<file path="src/rtl/pipe_fetch_ctrl.sv">
// IF-stage sequencer: PC register, imem handshake, next-PC select, IF/ID load.
// Define FETCH_PERF_EN to add the fetch_cnt / stall_cnt performance counters.
module pipe_fetch_ctrl #(
  parameter logic [31:0] RESET_PC = 32'h0000_0000,
  parameter logic [31:0] NOP_INS  = 32'h0000_0000
) (
  input  logic        clock,
  input  logic        reset,
  input  logic [1:0]  pcsource,
  input  logic [31:0] bpc,
  input  logic [31:0] da,
  input  logic [31:0] jpc,
  input  logic        wpcir,
  output logic        imem_req,
  output logic [31:0] imem_addr,
  input  logic [31:0] imem_rdata,
  input  logic        imem_ready,
  output logic [31:0] pc,
  output logic [31:0] d_ins,
  output logic [31:0] d_pc4,
  output logic        d_valid
`ifdef FETCH_PERF_EN
  ,
  output logic [31:0] fetch_cnt,
  output logic [31:0] stall_cnt
`endif
);

  typedef enum logic {FETCH, HOLD} state_t;

  state_t      state, state_nx;
  logic        redir_v;
  logic [31:0] redir_pc;
  logic [31:0] buffer;
  logic [31:0] pc4, npc, eff_npc;
  logic [1:0]  sel;
  logic        pc_upd, latch_new, latch_buf;
  logic        bubble, park, capture;

  assign pc4     = pc + 32'd4;
  assign sel     = (d_valid && wpcir) ? pcsource : 2'd0;
  assign eff_npc = redir_v ? redir_pc : npc;

  always_comb begin
    npc = pc4;
    unique case (sel)
      2'd0: npc = pc4;
      2'd1: npc = bpc;
      2'd2: npc = da;
      2'd3: npc = jpc;
    endcase
  end

  assign latch_new = (state == FETCH) && imem_ready && wpcir;
  assign park      = (state == FETCH) && imem_ready && !wpcir;
  assign bubble    = (state == FETCH) && !imem_ready && wpcir;
  assign latch_buf = (state == HOLD) && wpcir;
  assign pc_upd    = latch_new || latch_buf;

  // Branch left ID but its delay slot is still pending: remember target.
  assign capture = d_valid && wpcir && (pcsource != 2'd0) && !pc_upd;

  always_ff @(posedge clock) begin
    if (reset) state <= FETCH;
    else       state <= state_nx;
  end

  always_comb begin
    state_nx = state;
    unique case (state)
      FETCH: if (park)  state_nx = HOLD;
      HOLD:  if (wpcir) state_nx = FETCH;
    endcase
  end

  always_comb begin
    imem_req = 1'b0;
    unique case (state)
      FETCH: imem_req = !reset;
      HOLD:  imem_req = 1'b0;
    endcase
  end

  assign imem_addr = pc;

  always_ff @(posedge clock) begin
    if (reset) begin
      pc       <= RESET_PC;
      d_ins    <= NOP_INS;
      d_pc4    <= 32'd0;
      d_valid  <= 1'b0;
      redir_v  <= 1'b0;
      redir_pc <= 32'd0;
      buffer   <= 32'd0;
    end else begin
      if (latch_new) begin
        d_ins   <= imem_rdata;
        d_pc4   <= pc4;
        d_valid <= 1'b1;
      end else if (latch_buf) begin
        d_ins   <= buffer;
        d_pc4   <= pc4;
        d_valid <= 1'b1;
      end else if (bubble) begin
        d_ins   <= NOP_INS;
        d_valid <= 1'b0;
      end
      if (park) buffer <= imem_rdata;
      if (pc_upd) begin
        pc      <= eff_npc;
        redir_v <= 1'b0;
      end else if (capture) begin
        redir_v  <= 1'b1;
        redir_pc <= npc;
      end
    end
  end

`ifdef FETCH_PERF_EN
  always_ff @(posedge clock) begin
    if (reset) begin
      fetch_cnt <= 32'd0;
      stall_cnt <= 32'd0;
    end else begin
      if (pc_upd) fetch_cnt <= fetch_cnt + 32'd1;
      if (imem_req && !imem_ready)
        stall_cnt <= stall_cnt + 32'd1;
    end
  end
`endif

endmodule

</file>
<file path="config.mk">
export PLATFORM = sky130hd
export DESIGN_NAME = pipe_fetch_ctrl
export DESIGN_NICKNAME = d
export VERILOG_FILES = /design/src/rtl/pipe_fetch_ctrl.sv
export SDC_FILE = /design/constraint.sdc
export NUM_CORES = 1
export LEC_CHECK = 0
export ABC_AREA = 1
export CORE_MARGIN = 4
export CORE_UTILIZATION = 45
export CTS_CLUSTER_DIAMETER = 100
export DETAILED_ROUTE_END_ITERATION = 7
export HOLD_SLACK_MARGIN = 0.05
export PLACE_DENSITY = 0.79
export SLEW_MARGIN = 10
export SYNTH_ARGS = -nofsm -noshare
export SYNTH_HDL_FRONTEND = slang
export SYNTH_SLANG_ARGS = --single-unit
</file>
<file path="constraint.sdc">
create_clock -name clock -period 4.15 [get_ports clock]
set_input_delay 0.83 -clock clock [delete_from_list [all_inputs] [get_ports clock]]
set_output_delay 0.83 -clock clock [all_outputs]
set_load 0.02 [all_outputs]
</file>
======== After elaboration in Yosys (flattened, before gate mapping) ========
Index checks and enable logic that the tools add are counted.
word-level totals
  bits in registers ....................... 163
operators by class
  add/subtract/negate cells ............... 1
  eq/ne operators ......................... 3
  mux-type cells .......................... 15
  bitwise logic cells ..................... 2
  reduce and logical (&&, ||, !) cells .... 20
operators with widths
  kind                     number
  $mux W32                 6
  $pmux W32 S4             1
  $add A32 B3 Y32 const B  1
  $logic_and A1 B1 Y1      9
  $mux W1                  5
  $eq A2 B2 Y1 const B     2
  $logic_not A1 Y1         4
  $pmux W1 S2              2
  $reduce_bool A2 Y1       2
  $reduce_bool A3 Y1       1
  $eq A2 B1 Y1 const B     1
  $logic_not A2 Y1         1
  $mux W2                  1
  $not A1 Y1               2
  $reduce_and A2 Y1        1
  $reduce_or A2 Y1         1
  $logic_or A1 B1 Y1       1

======== Longest topological paths before layout ========
Gate-level depths: netlist of run 1.
  depth after elaboration ................. 7
  mapped depth ............................ 12
  depth with buffers taken out ............ 10

======== Least setup slack after synthesis of run 1 ========
OpenSTA, ideal clock, no wires.
  path type ............................... input to output
  start ................................... in reset
  end ..................................... out imem_req
  arrival ................................. 1484 ps
  required time ........................... 3320 ps
  setup slack ............................. 1836 ps
  stages on the path ...................... 3
  buffers on the path ..................... 2
  cell sequence ........................... clkbuf_1 -> clkbuf_1 -> nor2_1
between the ends
  word-level cells in the longest chain between the ends .. 2
ends and longest elaborated chain
  item                RTL line  RTL
  start: declaration  8         input logic reset,
  $logic_not A1 Y1    79        FETCH: imem_req = !reset;
  $pmux W1 S2         78        unique case (state)
  end: declaration    14        output logic imem_req,
No other way between the ends.

======== Worst setup path in the final report of run 1 ========
  start ................................... in pcsource[1]
  end ..................................... reg redir_pc[21]
between the ends
  word-level cells in the longest chain between the ends .. 4
ends and longest elaborated chain
  item                                                                  RTL line  RTL
  start: declaration                                                    9         input logic [1:0] pcsource,
  parallel branches: the longest is 4 deep, another holds $pmux W32 S4  -
  end signal: assignment                                                114       redir_pc <= npc;
  end: declaration                                                      33        logic [31:0] redir_pc;
Parallel ways; which one is timed is not known.
A chain may end at the register's enable or synchronous reset.

==> results of run 1 <==
## state kept, by name, indices dropped and copies added (netlist names)
register / flops
d_valid: 1
imem_addr: 32
d_ins: 32
buffer: 32
redir_pc: 32
d_pc4: 32
redir_v: 1
state: 1
## kinds of logic (layout without fill, tap and decap cells)
family          count (synthesis)  after routing
xor+xnor                        7              7
buf+inv                       176            387
simple gates                  592            592
flops                         163            163
other cells                     0              1
compound gates                236            236
fa+ha+maj                       1              1
## cell usage after synthesis (7+ instances only)
library cell,n,area [um2]
a221oi_1,22,193
nand4_1,10,62.6
inv_1,69,259
inv_2,7,26.3
nor2_1,147,552
nand3b_1,7,52.6
buf_4,39,293
o21ai_0,90,450
clkbuf_1,38,143
nand2_1,300,1130
nand3_1,106,531
buf_2,16,80.1
dfxtp_1,163,3260
a211oi_1,10,75.1
a21oi_1,91,455
## power by group
part           switching [mW]  total [mW]  internal, mW
clock network           0.650        1.55         0.896
logic                   0.330       0.627         0.296
registers              0.0648        1.71          1.64
total                    1.04        3.88          2.83
## worst max-delay path, stage by stage
cell	delay (ns)
clkdlybuf4s50_1	0.45
buf_4	0.23
inv_2	0.18
nor2_4	0.40
nor2_4	0.12
nor2_8	0.30
inv_2	0.32
a211oi_1	0.34
## routing by layer
| metal | up-vias | wire, um |
|---|---|---|
| met5 | - | 13 |
| met4 | 2 | 538 |
| met3 | 43 | 2440 |
| met2 | 406 | 12700 |
| li1 | 4254 | - |
| met1 | 3967 | 10400 |
## final cells by class
cell class	count	area share, %
well taps	225	2.53
clock inverters	13	1.24
diodes	1	0.0225
flip-flops and latches	163	29.4
multi-input cells	836	35.5
clock buffers	18	3.95
inverters	78	2.66
repair buffers	278	24.7
## worst max-delay path by stage
stage	cells after the start	start	slack (ns)	to
CTS	8	pcsource[1]	1.31	redir_pc[27]
global route	8	pcsource[1]	1.05	redir_pc[21]
detailed placement	8	pcsource[1]	0.88	redir_pc[23]
finish	8	pcsource[1]	1.29	redir_pc[21]
floorplan	3	reset	1.84	imem_req
global placement	10	pcsource[1]	0.91	redir_pc[0]
==> metrics.cfg, run 1 <==
[floorplanning]
rows=48
start_util_pct=46.3
die_y_um=142
ios=264
core-area_mm2=0.0174
die_area_mm2=0.0201
die_x_um=142

[global_route]
met1_usage_pct=32.3
grt_max_degree=69
grt.total_usage_pct=25.1
met2_usage_pct=41.9
antenna_found_initial=2
grt.busiest_layer=met2
grt_pass1_wl_um=40800
grt_pass1_vias=7871
grt_overflow=0
met3_usage_pct=6.64

[cts]
cts_max_level=4
cts_tree=yes
cts_setup_buffers=0
cts.repair.resized=0
clock_latency_ns=0.43
cts_buffers=17
clock-sinks=163
hold_buffers=0
ctsRootBufferMaster=clkbuf_16
path_clk_slew_ns=0.06
cts.path.max_buffers=2

[sta]
fin_skew_ns=0.00946
drv_slew=0
maxSlewHeadroom_pct=42.3
rsz0062_at_grt=false
fmax_mhz=349
timing.final.crit_share_pct=69.0
hold_viol_final=0
finalSetupTns_ns=0
whs_ns=0.449
tightest_slew_ns=0.864
fin_crit_ns=2.86
setup_viol_count_final=0
setup_ws_ns=1.29

[cells_and_area]
final_layout_size_suffix_gt1_share_pct=5.41
fin_util_pct=63.8
syn2layout_area_growth_pct=37.7
fin_area_mm2=0.0111
layout_commonest_cell=nand2_1
nFillCells=1588
regArea_mm2=0.00326
final_cells=1612
fin_nets=1509
multi_input_area_mm2=0.00395
final_cell_mix=nand2_1 (300), clkdlybuf4s50_1 (262), dfxtp_1 (163), nor2_1 (147), nand3_1 (106)

[routing]
vias=8672
first_pass_iters=7
first_iter_violations=609
drc=0
wire_per_inst_um=16.2
ant_nets=0
drt-total-wl_um=26100
vias_per_cell=5.38

[synth]
synthXorXnorAreaFrac_pct=0.760
synth_compound_area_share_pct=16.9
yosysWarnings=0
synth_fa_ha_area_share_pct=0.155
synth_cell_types=38
synthMuxAreaShare_pct=0
syn_avg_cell_area_um2=6.86
synthSimpleGateAreaFrac_pct=31.1
synthesis.nets=1310
synth_seq_cells=163
syn_inst=1175
yosysSeqAreaShare_pct=40.5
syn_area_mm2=0.00806
synth_top_family_by_area=simple AND/OR/NAND/NOR gates
async_flop_share_pct=0
ys.flop_type=dfxtp_1
synth_enable_flop_cells=0

[critical_path]
r2r_setup_slack_ns=1.67
r2r-start=state
arrival_ns=3.19
endpoint_kind=register
timing.rr.end=imem_addr[30]
cp-start-kind=input port
required_ns=4.48
critPathKind=input port to register
r2r_cells=8
cp_max_fo=35

[pwr]
total_power_mw=3.88
power_density_mw_per_mm2=349
p_leak_nw=4.43
ir_worst_vdd_uv=316

[placed_design]
dpl.cell_count=1580
postPlaceCellArea_mm2=0.0105
place_congestion=0.908
io_buffer_count=263
hpwl_um=19100
place_ws_ns=0.877

[min_path]
holdPathStages=2
hold_start=d_pc4[1]
whs_endpoint=d_pc4[1]
worstHoldPathType=register to register

[flow_run]
maxCapViolCount=0

[outcome]
status=completed

No activity file was read; power rests on OpenSTA's default activity.
==> inputs of run 2 (changes only) <==
CORE_UTILIZATION = 42   (was 45)
PLACE_DENSITY = 0.77   (was 0.79)
clock period = 2.35 ns   (was 4.15 ns; I/O delays follow)
==> run 2 against run 1 <==
Compared with the run above:
- clock skew is 0.0025 ns lower
- combinational power is 87% higher
- power is 80% higher
- global-route usage is 0.96 points lower
- register-to-register slack worse by 1.4 ns
- critical path depth is 7 lower
- cell count is 1.9% higher
- core utilization is 3.1 points lower
- critical endpoint is now imem_addr[17]
==> metrics.cfg, run 2 (same netlist as run 1, synthesis figures left out) <==
[outcome]
status=completed

[cells_and_area]
fin_nets=1531  ; +1.5%
layout_commonest_cell=nand2_1
final_layout_size_suffix_gt1_share_pct=6.96  ; +1.5 points
antenna_cells=0  ; -1
multi_input_area_mm2=0.00395  ; unchanged
final_cell_mix=nand2_1 (300), clkdlybuf4s50_1 (262), dfxtp_1 (163), nor2_1 (147), nand3_1 (106)
regArea_mm2=0.00326  ; unchanged
syn2layout_area_growth_pct=41.1
fin_area_mm2=0.0114  ; +2.5%
nFillCells=1737  ; +9.4%
fin_util_pct=60.6  ; -3.1 points

[placed_design]
place_ws_ns=-0.0605  ; -0.937 ns
io_buffer_count=263  ; unchanged
place_congestion=0.890  ; -1.9%
hpwl_um=19600  ; +2.9%
postPlaceCellArea_mm2=0.0108  ; +2.5%

[global_route]
grt_pass1_wl_um=42400  ; +3.9%
grt_pass1_vias=8217  ; +4.4%
antenna_found_initial=1  ; -1
grt.total_usage_pct=24.2  ; -0.96 points
grt_overflow=0  ; unchanged
grt_max_degree=69  ; unchanged

[routing]
wire_per_inst_um=16.4  ; +1.0%
ant_nets=0  ; unchanged
drc=0  ; unchanged
drt-total-wl_um=26900  ; +2.9%
first_pass_iters=8  ; +1
first_iter_violations=587  ; -3.6%
vias_per_cell=5.34  ; -0.72%
vias=8775  ; +1.2%

[cts]
cts_max_level=4  ; unchanged
cts_setup_buffers=0  ; unchanged
clock-sinks=163  ; unchanged
clock_latency_ns=0.43  ; about the same
ctsRootBufferMaster=clkbuf_16
hold_buffers=0  ; unchanged
cts.repair.resized=0  ; unchanged
cts.path.max_buffers=2  ; unchanged
path_clk_slew_ns=0.07  ; about the same
cts_tree=yes
cts_buffers=17  ; unchanged

[sta]
setup_viol_count_final=0  ; unchanged
drv_slew=0  ; unchanged
finalSetupTns_ns=0  ; unchanged
fin_skew_ns=0.00693  ; -0.00253 ns
maxSlewHeadroom_pct=36.1  ; -6.2 points
fin_crit_ns=2.18
fmax_mhz=460
tightest_slew_ns=0.958  ; +0.0934 ns
timing.final.crit_share_pct=92.6
whs_ns=0.452  ; +0.00285 ns
rsz0062_at_grt=false
hold_viol_final=0  ; unchanged
setup_ws_ns=0.174  ; -1.11 ns

[min_path]
whs_endpoint=d_pc4[27]
hold_start=d_pc4[27]
holdPathStages=2  ; unchanged
worstHoldPathType=register to register

[floorplanning]
die_y_um=147  ; +3.3%
ios=264  ; unchanged
die_area_mm2=0.0215  ; +6.7%
rows=50  ; +4.2%
start_util_pct=43.0  ; -3.3 points
core-area_mm2=0.0188  ; +7.8%
die_x_um=147  ; +3.3%

[critical_path]
path_delay_family=buffers and inverters
critPathKind=register to output port
required_ns=1.88  ; -2.60 ns
r2r_cells=9  ; +1
cp-start-kind=register
r2r-start=imem_addr[2]
cp_cell_sequence=clkdlybuf4s50_1
critPathBufInv=1  ; -3
cpPeakStageDelay_ns=0.70  ; +0.25 ns
timing.rr.end=imem_addr[24]
slowest_stage=clkdlybuf4s50_1
r2r_setup_slack_ns=0.27  ; -1.40 ns
arrival_ns=1.71  ; -1.48 ns
endpoint_kind=output port
cp_max_fo=8  ; -77%

[pwr]
power_density_mw_per_mm2=614  ; +76%
p_leak_nw=4.59  ; +3.6%
ir_worst_vdd_uv=512  ; +62%

[flow_run]
maxCapViolCount=0  ; unchanged

-- run 2: cell count changes in the layout (fill, tap and decap cells not counted), sizes merged --
cell	previous run	this run
inv	77	87
clkbuf	18	17
clkinvlp	3	0
buf	16	38
bufinv	2	1
diode	1	0
clkinv	9	5
-- run 2: power by group --
part,total (mW),internal (mW),switching [mW]
logic,1.17,0.562,0.606
registers,3.01,2.90,0.109
clock network,2.81,1.52,1.30
total,6.99,4.98,2.01
-- run 2: worst max path at each step --
stage                        from            end  slack, ns  cells after the start
global placement            wpcir  imem_addr[30]      -0.05                     11
finish              imem_addr[17]  imem_addr[17]       0.17                      1
detailed placement          wpcir  imem_addr[30]      -0.06                     11
floorplan            imem_addr[2]  imem_addr[18]       0.62                     10
global route         imem_addr[2]  imem_addr[16]       0.09                     10
CTS                 imem_addr[17]  imem_addr[17]       0.18                      1
-- run 2: per-layer routing --
metal	wire length (um)	GRT usage, %
met4	631	8.04
met2	12800	40.5
met5	13	0
met1	11000	30.1
met3	2380	6.67
-- run 2: cell type report --
cell class | count | share of cell area [%]
clock buffer | 17 | 3.74
tap | 234 | 2.57
sequential | 163 | 28.7
timing repair buffer | 300 | 26.3
multi-input combinational | 836 | 34.7
clock inverter | 15 | 1.45
inverter | 78 | 2.59
-- run 2: stage by stage --
stage | power (mW) | instances
after floorplan | 3.63 | 1175
after global placement | 4.21 | 1611
after detailed placement | 4.23 | 1611
after CTS | 7.02 | 1643
after global routing | 7.27 | 1643
final | 6.99 | 1643
==> inputs of run 3 (changes only) <==
ABC_CLOCK_PERIOD_IN_PS = 2350   (was default)
==> results of run 3 <==
No change in the layout: final DEF, timing and power equal those of run 2.
